$ cat src/rtl/hazard_pkg.sv
// Shared types and decode helpers for the decode-to-writeback control pipeline.
// Pure declarations; no state, no latency.
// No flow control of its own.
package hazard_pkg;

   typedef enum logic [1:0] {
      WB_ALU = 2'd0,
      WB_MEM = 2'd1,
      WB_PC4 = 2'd2,
      WB_CSR = 2'd3
   } wb_sel_e;

   localparam logic [6:0] OP     = 7'h33;
   localparam logic [6:0] OP_IMM = 7'h13;
   localparam logic [6:0] LOAD   = 7'h03;
   localparam logic [6:0] STORE  = 7'h23;
   localparam logic [6:0] BRANCH = 7'h63;
   localparam logic [6:0] JAL    = 7'h6F;
   localparam logic [6:0] JALR   = 7'h67;
   localparam logic [6:0] LUI    = 7'h37;
   localparam logic [6:0] AUIPC  = 7'h17;
   localparam logic [6:0] SYSTEM = 7'h73;

   typedef struct packed {
      logic       valid;
      logic [2:0] funct3;
      logic [6:0] opcode;
      logic [4:0] rd;
      wb_sel_e    wb_sel;
      logic       reg_wr;
      logic       csr_wr;
      logic       csr_rd;
   } ctrl_stage_t;

   // U-type and JAL carry no rs1 field; everything else reads rs1.
   function automatic logic rs1_used(input logic [6:0] opc);
      return !(opc == LUI || opc == AUIPC || opc == JAL);
   endfunction

   // Only R-type, stores and branches read rs2.
   function automatic logic rs2_used(input logic [6:0] opc);
      return (opc == OP || opc == STORE || opc == BRANCH);
   endfunction

endpackage

$ cat src/rtl/hazard_fwd_match.sv
// Priority match of one source register against all held pipeline stages.
// Combinational, zero latency.
// No backpressure; pure function of the stage contents.
module hazard_fwd_match
   import hazard_pkg::*;
#(
   parameter int DEPTH = 1,
   parameter int FWD_W = 1
) (
   input  logic [4:0]         rs_i,
   input  logic               used_i,
   input  logic [DEPTH-1:0]   stg_vld_i,
   input  logic [DEPTH-1:0]   stg_reg_wr_i,
   input  logic [5*DEPTH-1:0] stg_rd_i,
   output logic [FWD_W-1:0]   sel_o
);

   // Scan oldest to youngest so the youngest matching stage overwrites older ones.
   always_comb begin
      sel_o = '0;
      for (int k = DEPTH - 1; k >= 0; k--) begin
         if (used_i && (rs_i != 5'd0) && stg_vld_i[k] && stg_reg_wr_i[k] &&
             (stg_rd_i[5*k +: 5] == rs_i)) begin
            sel_o = FWD_W'(k + 1);
         end
      end
   end

endmodule

$ cat src/rtl/hazard_pipe_ctrl.sv
// Control pipeline (DEPTH stages) with forwarding selects, load-use stall and flush handling.
// DEPTH cycles from inst_i to the output fields; forwarding and stall_o are combinational.
// stall_i freezes every stage and counter; flushes seen during stall_i are latched until release.
module hazard_pipe_ctrl
   import hazard_pkg::*;
#(
   parameter  int DEPTH          = 1,
   parameter  int LOAD_USE_STALL = 0,
   parameter  int CNT_W          = 32,
   localparam int FWD_W          = $clog2(DEPTH + 1)
) (
   input  logic             clk,
   input  logic             rst,
   input  logic             stall_i,
   input  logic             flush_i,
   input  logic             valid_i,
   input  logic [31:0]      inst_i,
   input  logic             reg_wr_i,
   input  logic [1:0]       wb_sel_i,
   input  logic             csr_wr_i,
   input  logic             csr_rd_i,
   output logic             valid_o,
   output logic             reg_wr_o,
   output logic [1:0]       wb_sel_o,
   output logic [2:0]       funct3_o,
   output logic [6:0]       opcode_o,
   output logic [4:0]       rd_o,
   output logic             csr_wr_o,
   output logic             csr_rd_o,
   output logic [FWD_W-1:0] fwd_rs1_o,
   output logic [FWD_W-1:0] fwd_rs2_o,
   output logic             stall_o,
   output logic [CNT_W-1:0] stall_cnt_o,
   output logic [CNT_W-1:0] flush_cnt_o
);

   localparam logic [CNT_W-1:0] CNT_MAX = {CNT_W{1'b1}};

   ctrl_stage_t      stage_q [DEPTH];
   ctrl_stage_t      stage_d [DEPTH];
   logic             flush_pend_q, flush_pend_d;
   logic [CNT_W-1:0] stall_cnt_q, stall_cnt_d;
   logic [CNT_W-1:0] flush_cnt_q, flush_cnt_d;

   ctrl_stage_t      dec;
   logic [4:0]       rs1, rs2;
   logic             rs1_use, rs2_use;
   logic             load_hit;
   logic             flush_req;
   logic [DEPTH-1:0] stg_vld, stg_reg_wr;
   logic [5*DEPTH-1:0] stg_rd;

   // Funct7/imm bits are not needed by this control path.
   logic unused_inst_hi;
   assign unused_inst_hi = ^inst_i[31:25];

   // Decode incoming instruction into a stage record and its source registers.
   always_comb begin
      dec        = '0;
      dec.valid  = valid_i;
      dec.funct3 = inst_i[14:12];
      dec.opcode = inst_i[6:0];
      dec.rd     = inst_i[11:7];
      dec.wb_sel = wb_sel_e'(wb_sel_i);
      dec.reg_wr = reg_wr_i;
      dec.csr_wr = csr_wr_i;
      dec.csr_rd = csr_rd_i;
      rs1        = inst_i[19:15];
      rs2        = inst_i[24:20];
      rs1_use    = rs1_used(inst_i[6:0]);
      rs2_use    = rs2_used(inst_i[6:0]);
   end

   // A load still in stage 0 cannot forward yet, so a dependent reader must wait a cycle.
   assign load_hit = valid_i && stage_q[0].valid && (stage_q[0].wb_sel == WB_MEM) &&
                     ((rs1_use && (rs1 != 5'd0) && (rs1 == stage_q[0].rd)) ||
                      (rs2_use && (rs2 != 5'd0) && (rs2 == stage_q[0].rd)));
   assign stall_o   = (LOAD_USE_STALL != 0) && load_hit;
   assign flush_req = (flush_i || flush_pend_q) && !stall_i;

   // Flatten stage fields for the two forwarding matchers.
   always_comb begin
      stg_vld    = '0;
      stg_reg_wr = '0;
      stg_rd     = '0;
      for (int k = 0; k < DEPTH; k++) begin
         stg_vld[k]       = stage_q[k].valid;
         stg_reg_wr[k]    = stage_q[k].reg_wr;
         stg_rd[5*k +: 5] = stage_q[k].rd;
      end
   end

   hazard_fwd_match #(.DEPTH(DEPTH), .FWD_W(FWD_W)) u_fwd_rs1 (
      .rs_i         (rs1),
      .used_i       (rs1_use),
      .stg_vld_i    (stg_vld),
      .stg_reg_wr_i (stg_reg_wr),
      .stg_rd_i     (stg_rd),
      .sel_o        (fwd_rs1_o)
   );

   hazard_fwd_match #(.DEPTH(DEPTH), .FWD_W(FWD_W)) u_fwd_rs2 (
      .rs_i         (rs2),
      .used_i       (rs2_use),
      .stg_vld_i    (stg_vld),
      .stg_reg_wr_i (stg_reg_wr),
      .stg_rd_i     (stg_rd),
      .sel_o        (fwd_rs2_o)
   );

   // Next state: hold on stall_i, otherwise shift with flush/bubble overriding stage 0.
   always_comb begin
      stage_d      = stage_q;
      flush_pend_d = flush_pend_q;
      stall_cnt_d  = stall_cnt_q;
      flush_cnt_d  = flush_cnt_q;
      if (stall_i) begin
         if (flush_i) flush_pend_d = 1'b1;
      end else begin
         for (int k = DEPTH - 1; k >= 1; k--) stage_d[k] = stage_q[k-1];
         if (flush_req) begin
            stage_d[0]   = '0;
            flush_pend_d = 1'b0;
            if (flush_cnt_q != CNT_MAX) flush_cnt_d = flush_cnt_q + CNT_W'(1);
         end else if (stall_o) begin
            stage_d[0] = '0;
         end else begin
            stage_d[0] = dec;
         end
         if (stall_o && (stall_cnt_q != CNT_MAX)) stall_cnt_d = stall_cnt_q + CNT_W'(1);
      end
   end

   // State registers with synchronous reset.
   always_ff @(posedge clk) begin
      if (rst) begin
         for (int k = 0; k < DEPTH; k++) stage_q[k] <= '0;
         flush_pend_q <= 1'b0;
         stall_cnt_q  <= '0;
         flush_cnt_q  <= '0;
      end else begin
         stage_q      <= stage_d;
         flush_pend_q <= flush_pend_d;
         stall_cnt_q  <= stall_cnt_d;
         flush_cnt_q  <= flush_cnt_d;
      end
   end

   assign valid_o     = stage_q[DEPTH-1].valid;
   assign reg_wr_o    = stage_q[DEPTH-1].valid & stage_q[DEPTH-1].reg_wr;
   assign wb_sel_o    = stage_q[DEPTH-1].wb_sel;
   assign funct3_o    = stage_q[DEPTH-1].funct3;
   assign opcode_o    = stage_q[DEPTH-1].opcode;
   assign rd_o        = stage_q[DEPTH-1].rd;
   assign csr_wr_o    = stage_q[DEPTH-1].valid & stage_q[DEPTH-1].csr_wr;
   assign csr_rd_o    = stage_q[DEPTH-1].valid & stage_q[DEPTH-1].csr_rd;
   assign stall_cnt_o = stall_cnt_q;
   assign flush_cnt_o = flush_cnt_q;

endmodule

$ cat config.mk
export PLATFORM = sky130hd
export DESIGN_NAME = hazard_pipe_ctrl
export DESIGN_NICKNAME = d
export VERILOG_FILES = /design/src/rtl/hazard_pkg.sv /design/src/rtl/hazard_fwd_match.sv /design/src/rtl/hazard_pipe_ctrl.sv
export SDC_FILE = /design/constraint.sdc
export NUM_CORES = 1
export LEC_CHECK = 0
export BUFFER_PORTS_ARGS = -buffer_cell sky130_fd_sc_hd__buf_4
export CAP_MARGIN = 20
export CORE_ASPECT_RATIO = 1.1
export CORE_MARGIN = 3
export CORE_UTILIZATION = 52
export DETAILED_ROUTE_END_ITERATION = 6
export GPL_TIMING_DRIVEN = 0
export MAX_ROUTING_LAYER = met4
export PLACE_DENSITY_LB_ADDON = 0.05
export SLEW_MARGIN = 20
export SYNTH_ARGS = -nofsm -noshare
export SYNTH_HDL_FRONTEND = slang
export SYNTH_SLANG_ARGS = --single-unit
$ cat constraint.sdc
create_clock -name clk -period 3.3 [get_ports clk]
set_input_delay 0.66 -clock clk [delete_from_list [all_inputs] [get_ports clk]]
set_output_delay 0.66 -clock clk [all_outputs]
set_load 0.005 [all_outputs]
Word-level counts from Yosys, hierarchy flattened
Index checks and enable logic that the tools add are counted.
Widths: inputs -> output; s select.
{ "word_totals": {"elab_cells": 52, "output_inout_bits": 88, "inputBits": 42, "register_bits": 54} }
{ "classes": {"n_addsub": 1, "reduce_logical": 21, "mux": 6, "n_eq_ne": 10, "bitwise_logic": 4} }
{ "ops": {"columns": ["operator", "count"], "rows": [
  ["$add 32x1->32 const B", 1],
  ["$ne 32x32->1 const B", 1],
  ["$eq 7x6->1 const B", 3],
  ["$mux 21", 1],
  ["$eq 7x7->1 const B", 2],
  ["$eq 5x5->1", 2],
  ["$reduce_bool 5->1", 2],
  ["$logic_and 1x1->1", 9],
  ["$eq 7x5->1 const B", 1],
  ["$logic_or 1x1->1", 5],
  ["$mux 1", 5],
  ["$and 1x1->1", 3],
  ["$reduce_and 3->1", 1],
  ["$logic_not 1->1", 2],
  ["$ne 2x1->1 const B", 1],
  ["$reduce_and 2->1", 1],
  ["$reduce_bool 2->1", 1],
  ["$not 1->1", 1]
]} }

Logic depth before layout (Yosys ltp)
Gate-level depths: netlist of run 1.
{ "logic_depth": {"ltp_word": 9, "depth_mapped": 7, "mapped_depth_nobuf": 6} }

Hierarchy
From an unflattened synthesis of run 1, not the netlist that was laid out.
{ "unflattened": {"cells_unflattened": 348, "hier_area_um2": 2965.3} }
{ "modules_own_cells": {"columns": ["mod", "n_inst", "seq_area_each_um2", "cells_per_inst", "area_per_inst_um2"], "rows": [
  ["hazard_pipe_ctrl", 1, 1081.0, 328, 2825.2],
  ["hazard_fwd_match", 2, 0.0, 10, 70.1]
]} }

Worst setup path after synthesis of run 1
Ideal clock, no wire load.
{ "synth_timing": {"kind": "input -> register", "start": "input port stall_i", "end": "register flush_cnt_q[20] (netlist: flush_cnt_o[20])", "t_arrival_ps": 2171, "setup_ps": 123, "path_slack_ps": 1006, "path_buffers": 2, "t_required_ps": 3177, "stages": 7, "cell_sequence": "clkbuf_1 > o21bai_1 > buf_2 > nor2_1 > and2_1 > and4_1 > mux2_1"} }
{ "synth_between": {"elab_chain_len": 3, "word_cells_on_any_way": 4, "cone_classes": "bitwise: 1; reduce/logical: 3"} }
{ "synth_rtl": {"columns": ["element", "line_no", "source"], "rows": [
  ["start, declared", "hazard_pipe_ctrl.sv:14", "input logic stall_i,"],
  ["$logic_not 1->1", "hazard_pipe_ctrl.sv:79", "assign flush_req = (flush_i || flush_pend_q) && !stall_i;"],
  ["$logic_and 1x1->1", "hazard_pipe_ctrl.sv:79", null],
  ["$reduce_and 3->1 (no source line) (*)", null, null],
  ["end signal, assigned", "hazard_pipe_ctrl.sv:145", "flush_cnt_q <= flush_cnt_d;"],
  ["end, declared", "hazard_pipe_ctrl.sv:43", "logic [CNT_W-1:0] flush_cnt_q, flush_cnt_d;"]
]} }
Mark *: on every way between the ends. The rest lies on a longest branch, timed or not.
A chain may end at the register's enable or synchronous reset.

Worst setup path in the final report of run 1
{ "layout_timing": {"start": "register flush_cnt_q[0] (netlist: flush_cnt_o[0])", "end": "register flush_cnt_q[20] (netlist: flush_cnt_o[20])"} }
{ "layout_between": {"elab_chain_len": 2, "word_cells_on_any_way": 3, "cone_classes": "add/sub: 1; eq/ne: 1; reduce/logical: 1"} }
{ "layout_rtl": {"columns": ["element"], "rows": [
  ["parallel branches: the longest is 2 deep, another holds $add 32x1->32"]
]} }
Several ways; the timed one is not identified.

==> results.cfg, run 1 <==
[sta]
period_minus_slack_ns = 2.44
setup_tns_ns = 0
finClkSkew_ns = 0.0135
setup_viol_count_final = 0
slew-limit-headroom_pct = 53.7
rsz0062_at_grt = no
finalCritPeriodShare_pct = 74.1
hold_slack_ns = 0.496
hold_violations = 0
fmax_ghz = 0.409
slew_viol_final = 0
tightest_slew_ns = 0.689

[die]
chipHeight_microns = 85.7
io_pins = 130
fp.dieW_microns = 78.5
start_util_pct = 54.6
dieArea_sq_mm = 0.00673
fp.coreArea_sq_mm = 0.00550
rows = 28

[clock_network]
cts-buffers-inserted = 5
cts_tree = yes
ctsResizeCount = 0
htreeDepth = 2
clk_latency_ns = 0.30
cts_buffer_depth = 2
cts-hold-fix-buffers = 0
clk_pin_slew_worst_paths_ns = 0.10
cts_root_buf = clkbuf_8
post_cts_buffers = 0
cts.sinks = 54

[global_route]
grt_pass1_vias = 2540
overflow = 0
grt_max_degree = 15
antenna_found_initial = 0
grtUsageTotal_pct = 21.5
grt_pass1_wl_microns = 11500

[setup_path]
startpoint_type = flop
crit_required_ns = 3.50
worstPathMaxFanout = 8
max_stage_delay_ns = 0.50
worstSetupPathType = flop to flop
cp_slowest_cell = nor2_1
reg2reg_depth = 6
worstPathCellList = ha_1 -> nand3_1 -> nor2_1 -> and2_1 -> and4_1 -> mux2_1
worst_setup_path_end_kind = flop
arrival_ns = 2.65

[run_status]
status = finished clean

[yosys]
async_reset_ff_share_pct = 0
ys_types = 45
ys_seq_elements = 54
synthTopCellsByCount = 54 x dfxtp_1, 51 x buf_4, 40 x nor2_1
yosysTopAreaCell = dfxtp_1
synth-main-ff-cell = dfxtp_1
mappedNetlistArea_sq_mm = 0.00301
syn_inst = 359
yosys_warnings = 0
yosys.cell_count.top_type = dfxtp_1
yosysTopAreaCellShare_pct = 36.0
avgSynthCellArea_sq_um = 8.37
synth-edff-count = 0
synth_area_leaders = dfxtp_1 36%, buf_4 13%, mux2i_1 7.3%
yosysSeqAreaShare_pct = 36.0

[route]
drt_iter0_drc = 132
wl_microns = 7270
wl_per_cell_microns = 13.0
drcViolationCount = 0
drt_first_pass_iters = 4
avgViaCountPerCell = 5.16
drtAntennaViolNets = 0
num_vias = 2888

[placed_design]
numPortBuffers = 87
dp_hpwl_microns = 5640
gp_congestion = 0.870

[layout]
drive_gt1_share_pct = 32.2
syn2layout_area_growth_pct = 31.4
finalNetCount = 528
fillers = 480
diodes = 0

[run]
maxCapViolCount = 0

[worst_hold_path]
worst_hold_path_type = flop to flop
min_path_cells = 2

[power]
p_leak_uw = 0.00177
power_density_mw_per_mm2 = 304
ir_drop_uv = 184
## per-stage QoR
stage | setup WS [ns] | cells | cell area, sq um | total power [uW] | utilization (%)
2_1_floorplan | 1.01 | 391 | 3130 | 802 | -
3_3_place_gp | 0.649 | 553 | 3870 | 868 | 70.4
3_5_place_dp | 0.666 | 553 | 3870 | 871 | 70.4
4_1_cts | 0.853 | 560 | 3950 | 1210 | 71.8
5_1_grt | 0.644 | 560 | 3950 | 1260 | 71.8
6_report | 0.855 | 560 | 3950 | 1200 | 71.8
## state kept, by name, summed over array words and instances, names as in the netlist
signal and flops:
flush_cnt_o 32, opcode_o 7, rd_o 5, funct3_o 3, stage_q 2, wb_sel_o 2, flush_pend_q 1, stg_reg_wr 1
valid_o 1
## worst paths after layout
kind	endpoint	from	slack, ns
worst min-delay path	stage_q[0]	stage_q[0]	0.50
worst min register to register	stage_q[0]	stage_q[0]	0.50
worst max-delay path	flush_cnt_o[20]	flush_cnt_o[0]	0.86
worst max register to register	flush_cnt_o[20]	flush_cnt_o[0]	0.86
## cells by family after synthesis
family                   after synthesis  share of synthesized area, %
AND/OR/NAND/NOR                      142                          26.0
multiplexers                          24                          8.20
flip-flops                            54                          36.0
AO/OA/AOI/OAI                         61                          11.7
other                                  1                         0.125
adder cells (fa/ha/maj)                1                         0.416
buffers and inverters                 66                          14.7
XOR/XNOR                              10                          2.91
## report_power, final
group	switching (uW)	internal, uW
logic	72.6	106
clock network	197	147
registers	12.5	666
## placed cells by master, fill, tap and decap left out, types with 2 or more instances in the layout
cell type and count:
clkbuf_1 10, nand2b_1 3, and3_1 3, and2_1 5, conb_1 33, nand4_1 12
dfxtp_1 54, nor3_1 9, nor2b_1 2, clkbuf_8 5, o41ai_1 2, nor2_1 40
or4_1 4, nor4_1 4, mux2i_1 22, nand3_1 14, nand2_1 17, o21ai_1 10
a31oi_1 3, buf_4 138, a21oi_1 27, xnor2_1 9, o21ai_0 6, o31ai_1 7
buf_2 3, inv_1 3, a211oi_1 2, nor3_2 3, or3_1 16, nor3b_1 2
nand4_2 2
## worst max-delay path: cells and delay by family (launching register included)
kind | cells | cell delay [ns]
mux | 1 | 0.31
simple gates | 4 | 1.40
flops | 1 | 0.42
fa+ha+maj | 1 | 0.23
## layer usage
metal	GRT usage (%)	routed length [microns]	up-vias
li1	-	-	1454
met2	37.0	3550	104
met4	6.68	78	0
met1	25.5	3200	1320
met5	-	0	-
met3	4.10	443	10
## area by class of cell
type	count	area [sq um]	share of cell area [%]
Inverter	3	11.3	0.285
Multi-Input combinational cell	271	1600	40.6
Tap cell	75	93.8	2.38
Sequential cell	54	1080	27.4
Clock buffer	7	76.3	1.93
Buffer	63	432	10.9
Timing Repair Buffer	87	653	16.5
Power figures use the tool's default switching activity.
==> run 2: changes to the inputs <==
- ABC_AREA: unset -> 1
- CORE_UTILIZATION: 52 -> 45
- clock period: 3.3 -> 2.06 ns (I/O delays scaled with it)
==> results.cfg, run 2 <==
[run_status]
status = finished clean

[sta]
fmax_ghz = 0.530
slew-limit-headroom_pct = 66.3
worst_slack_ns = 0.174
setup_tns_ns = 0
slew_viol_final = 0
tightest_slew_ns = 0.506
hold_slack_ns = 0.277
finalCritPeriodShare_pct = 91.5
setup_viol_count_final = 0
rsz0062_at_grt = no
hold_violations = 0
finClkSkew_ns = 0.0111
period_minus_slack_ns = 1.89

[setup_path]
worstSetupPathType = flop to flop
worst_setup_path_end_kind = flop
startpoint_type = flop
worst_path_most_repeated_cell = nand2_1
worstPathMaxFanout = 10
arrival_ns = 2.10
cp_slowest_cell = dfxtp_2
max_stage_delay_ns = 0.38
startpoint = flush_cnt_o[0]
worstPathCellList = ha_2 -> nand2_2 -> nor2_4 -> nand2_4 -> nor2_8 -> nand3_4 -> clkbuf_4 -> nand2_1 -> nand2_1 -> nand2_1 -> nor2_1
crit_required_ns = 2.27
critPathTopFamily = simple AND/OR/NAND/NOR gates
r2r-start = flush_cnt_o[0]
timing.critical_path.buf_inv = 1

[clock_network]
cts-buffers-inserted = 5
htreeDepth = 2
cts_root_buf = clkbuf_8
cts.sinks = 54
cts_tree = yes
clk_pin_slew_worst_paths_ns = 0.10
cts_buffer_depth = 2
clk_latency_ns = 0.31

[die]
io_pins = 130
chipHeight_microns = 97.4
dieArea_sq_mm = 0.00867
rows = 32
fp.dieW_microns = 89.1
fp.coreArea_sq_mm = 0.00721
start_util_pct = 47.4

[global_route]
grt_max_degree = 16
grt_pass1_wl_microns = 14600
antenna_found_initial = 0
overflow = 0
grtUsageTotal_pct = 21.2
grt_pass1_vias = 3299

[placed_design]
dp_hpwl_microns = 7180
pre_cts_slack_ns = 0.145
numPortBuffers = 88
gp_congestion = 0.991
dp.cells = 750

[yosys]
yosysSeqAreaShare_pct = 31.7
synth-main-ff-cell = dfxtp_1
async_reset_ff_share_pct = 0
synthTopCellsByCount = 169 x nand2_1, 91 x nor2_1, 54 x dfxtp_1
yosys.cell_count.top_type = nand2_1
yosysTopAreaCell = dfxtp_1
yosysTopAreaCellShare_pct = 31.7
synth_area_leaders = dfxtp_1 32%, nand2_1 19%, buf_4 11%
synth-edff-count = 0
mappedNetlistArea_sq_mm = 0.00341
syn_inst = 545
yosys_warnings = 0
ys_types = 30
ys_seq_elements = 54
avgSynthCellArea_sq_um = 6.27

[route]
drtAntennaViolNets = 0
avgViaCountPerCell = 4.62
wl_per_cell_microns = 11.9
drcViolationCount = 0
drt_first_pass_iters = 4
wl_microns = 9060
num_vias = 3519
drt_iter0_drc = 154

[run]
maxCapViolCount = 0

[power]
p_int_uw = 1620
power_frac_seq_pct = 50.8
pwr-share-clk_pct = 33.4
power_density_mw_per_mm2 = 491
p_switching_uw = 555
ir_drop_uv = 347
p_leak_uw = 0.00225
pwr-share-comb_pct = 15.7
swShare_pct = 25.5

[layout]
diodes = 0
instances_no_fill = 761
syn2layout_area_growth_pct = 30.0
layout_common_cells = 169 x nand2_1, 141 x buf_4, 91 x nor2_1
multi_input_area_sq_mm = 0.00181
finalNetCount = 718
fillers = 737
drive_gt1_share_pct = 24.7
seqCellArea_sq_mm = 0.00108
layout_commonest_cell = nand2_1
largest_reg_flops = 32

[worst_hold_path]
holdCritStartpoint = rst
worst_hold_path_type = input pin to flop
[run 2: layout make-up]
cell class	count	area share, %
well taps	85	2.40
inverters	53	4.48
multi-input cells	405	40.7
flip-flops and latches	54	24.4
plain buffers	65	10.2
repair buffers	91	15.4
clock buffers	7	1.72
clock inverters	1	0.676
[run 2: per-stage QoR]
step / area, sq um / total power [uW] / utilization (%)
6_report: 4440 / 2180 / 61.6
5_1_grt: 4440 / 2280 / 61.6
4_1_cts: 4410 / 2190 / 61.2
3_5_place_dp: 4300 / 1470 / 59.7
3_3_place_gp: 4300 / 1460 / 59.7
2_1_floorplan: 3530 / 1330 / -
[run 2: worst paths after layout]
kind / endpoint / cells after the start / slack (ns)
worst max-delay path: flush_cnt_o[18] / 11 / 0.17
worst max register to register: flush_cnt_o[18] / 11 / 0.17
worst min-delay path: flush_cnt_o[0] / 2 / 0.28
worst min register to register: wb_sel_o[1] / 2 / 0.47
[run 2: logic make-up (layout without fill, tap and decap cells)]
logic type	after synthesis	count (layout)	synth area share, %
AOI/OAI and AO/OA	43	43	6.93
xor gates and xnor gates	16	16	4.10
adders and majority gates	1	1	0.366
buffers and inverters	118	217	18.9
DFF	54	54	31.7
other	1	33	0.110
and+or+nand+nor	312	312	37.9
[run 2: metal layers]
| layer | up-vias | GRT usage [%] | part of all wire (%) |
|---|---|---|---|
| li1 | 1859 | - | - |
| met1 | 1544 | 24.8 | 43 |
| met2 | 104 | 35.1 | 49 |
| met3 | 12 | 4.50 | 5.9 |
| met4 | 0 | 8.02 | 1.6 |
| met5 | - | - | 0 |
[run 2: power groups by stage]
| stage | clock, uW | sequential [uW] | combinational, uW |
|---|---|---|---|
| 6_report | 729 | 1110 | 343 |
| 5_1_grt | 783 | 1110 | 384 |
| 4_1_cts | 738 | 1110 | 341 |
| 3_5_place_dp | 0 | 1130 | 340 |
| 3_3_place_gp | 0 | 1130 | 332 |
| 2_1_floorplan | 0 | 1120 | 206 |
[run 2: repair_timing]
action,CTS,global route
setup buffers,0,3
hold buffers,0,0
endpoints found under the setup margin,0,19
gates resized for setup,0,7
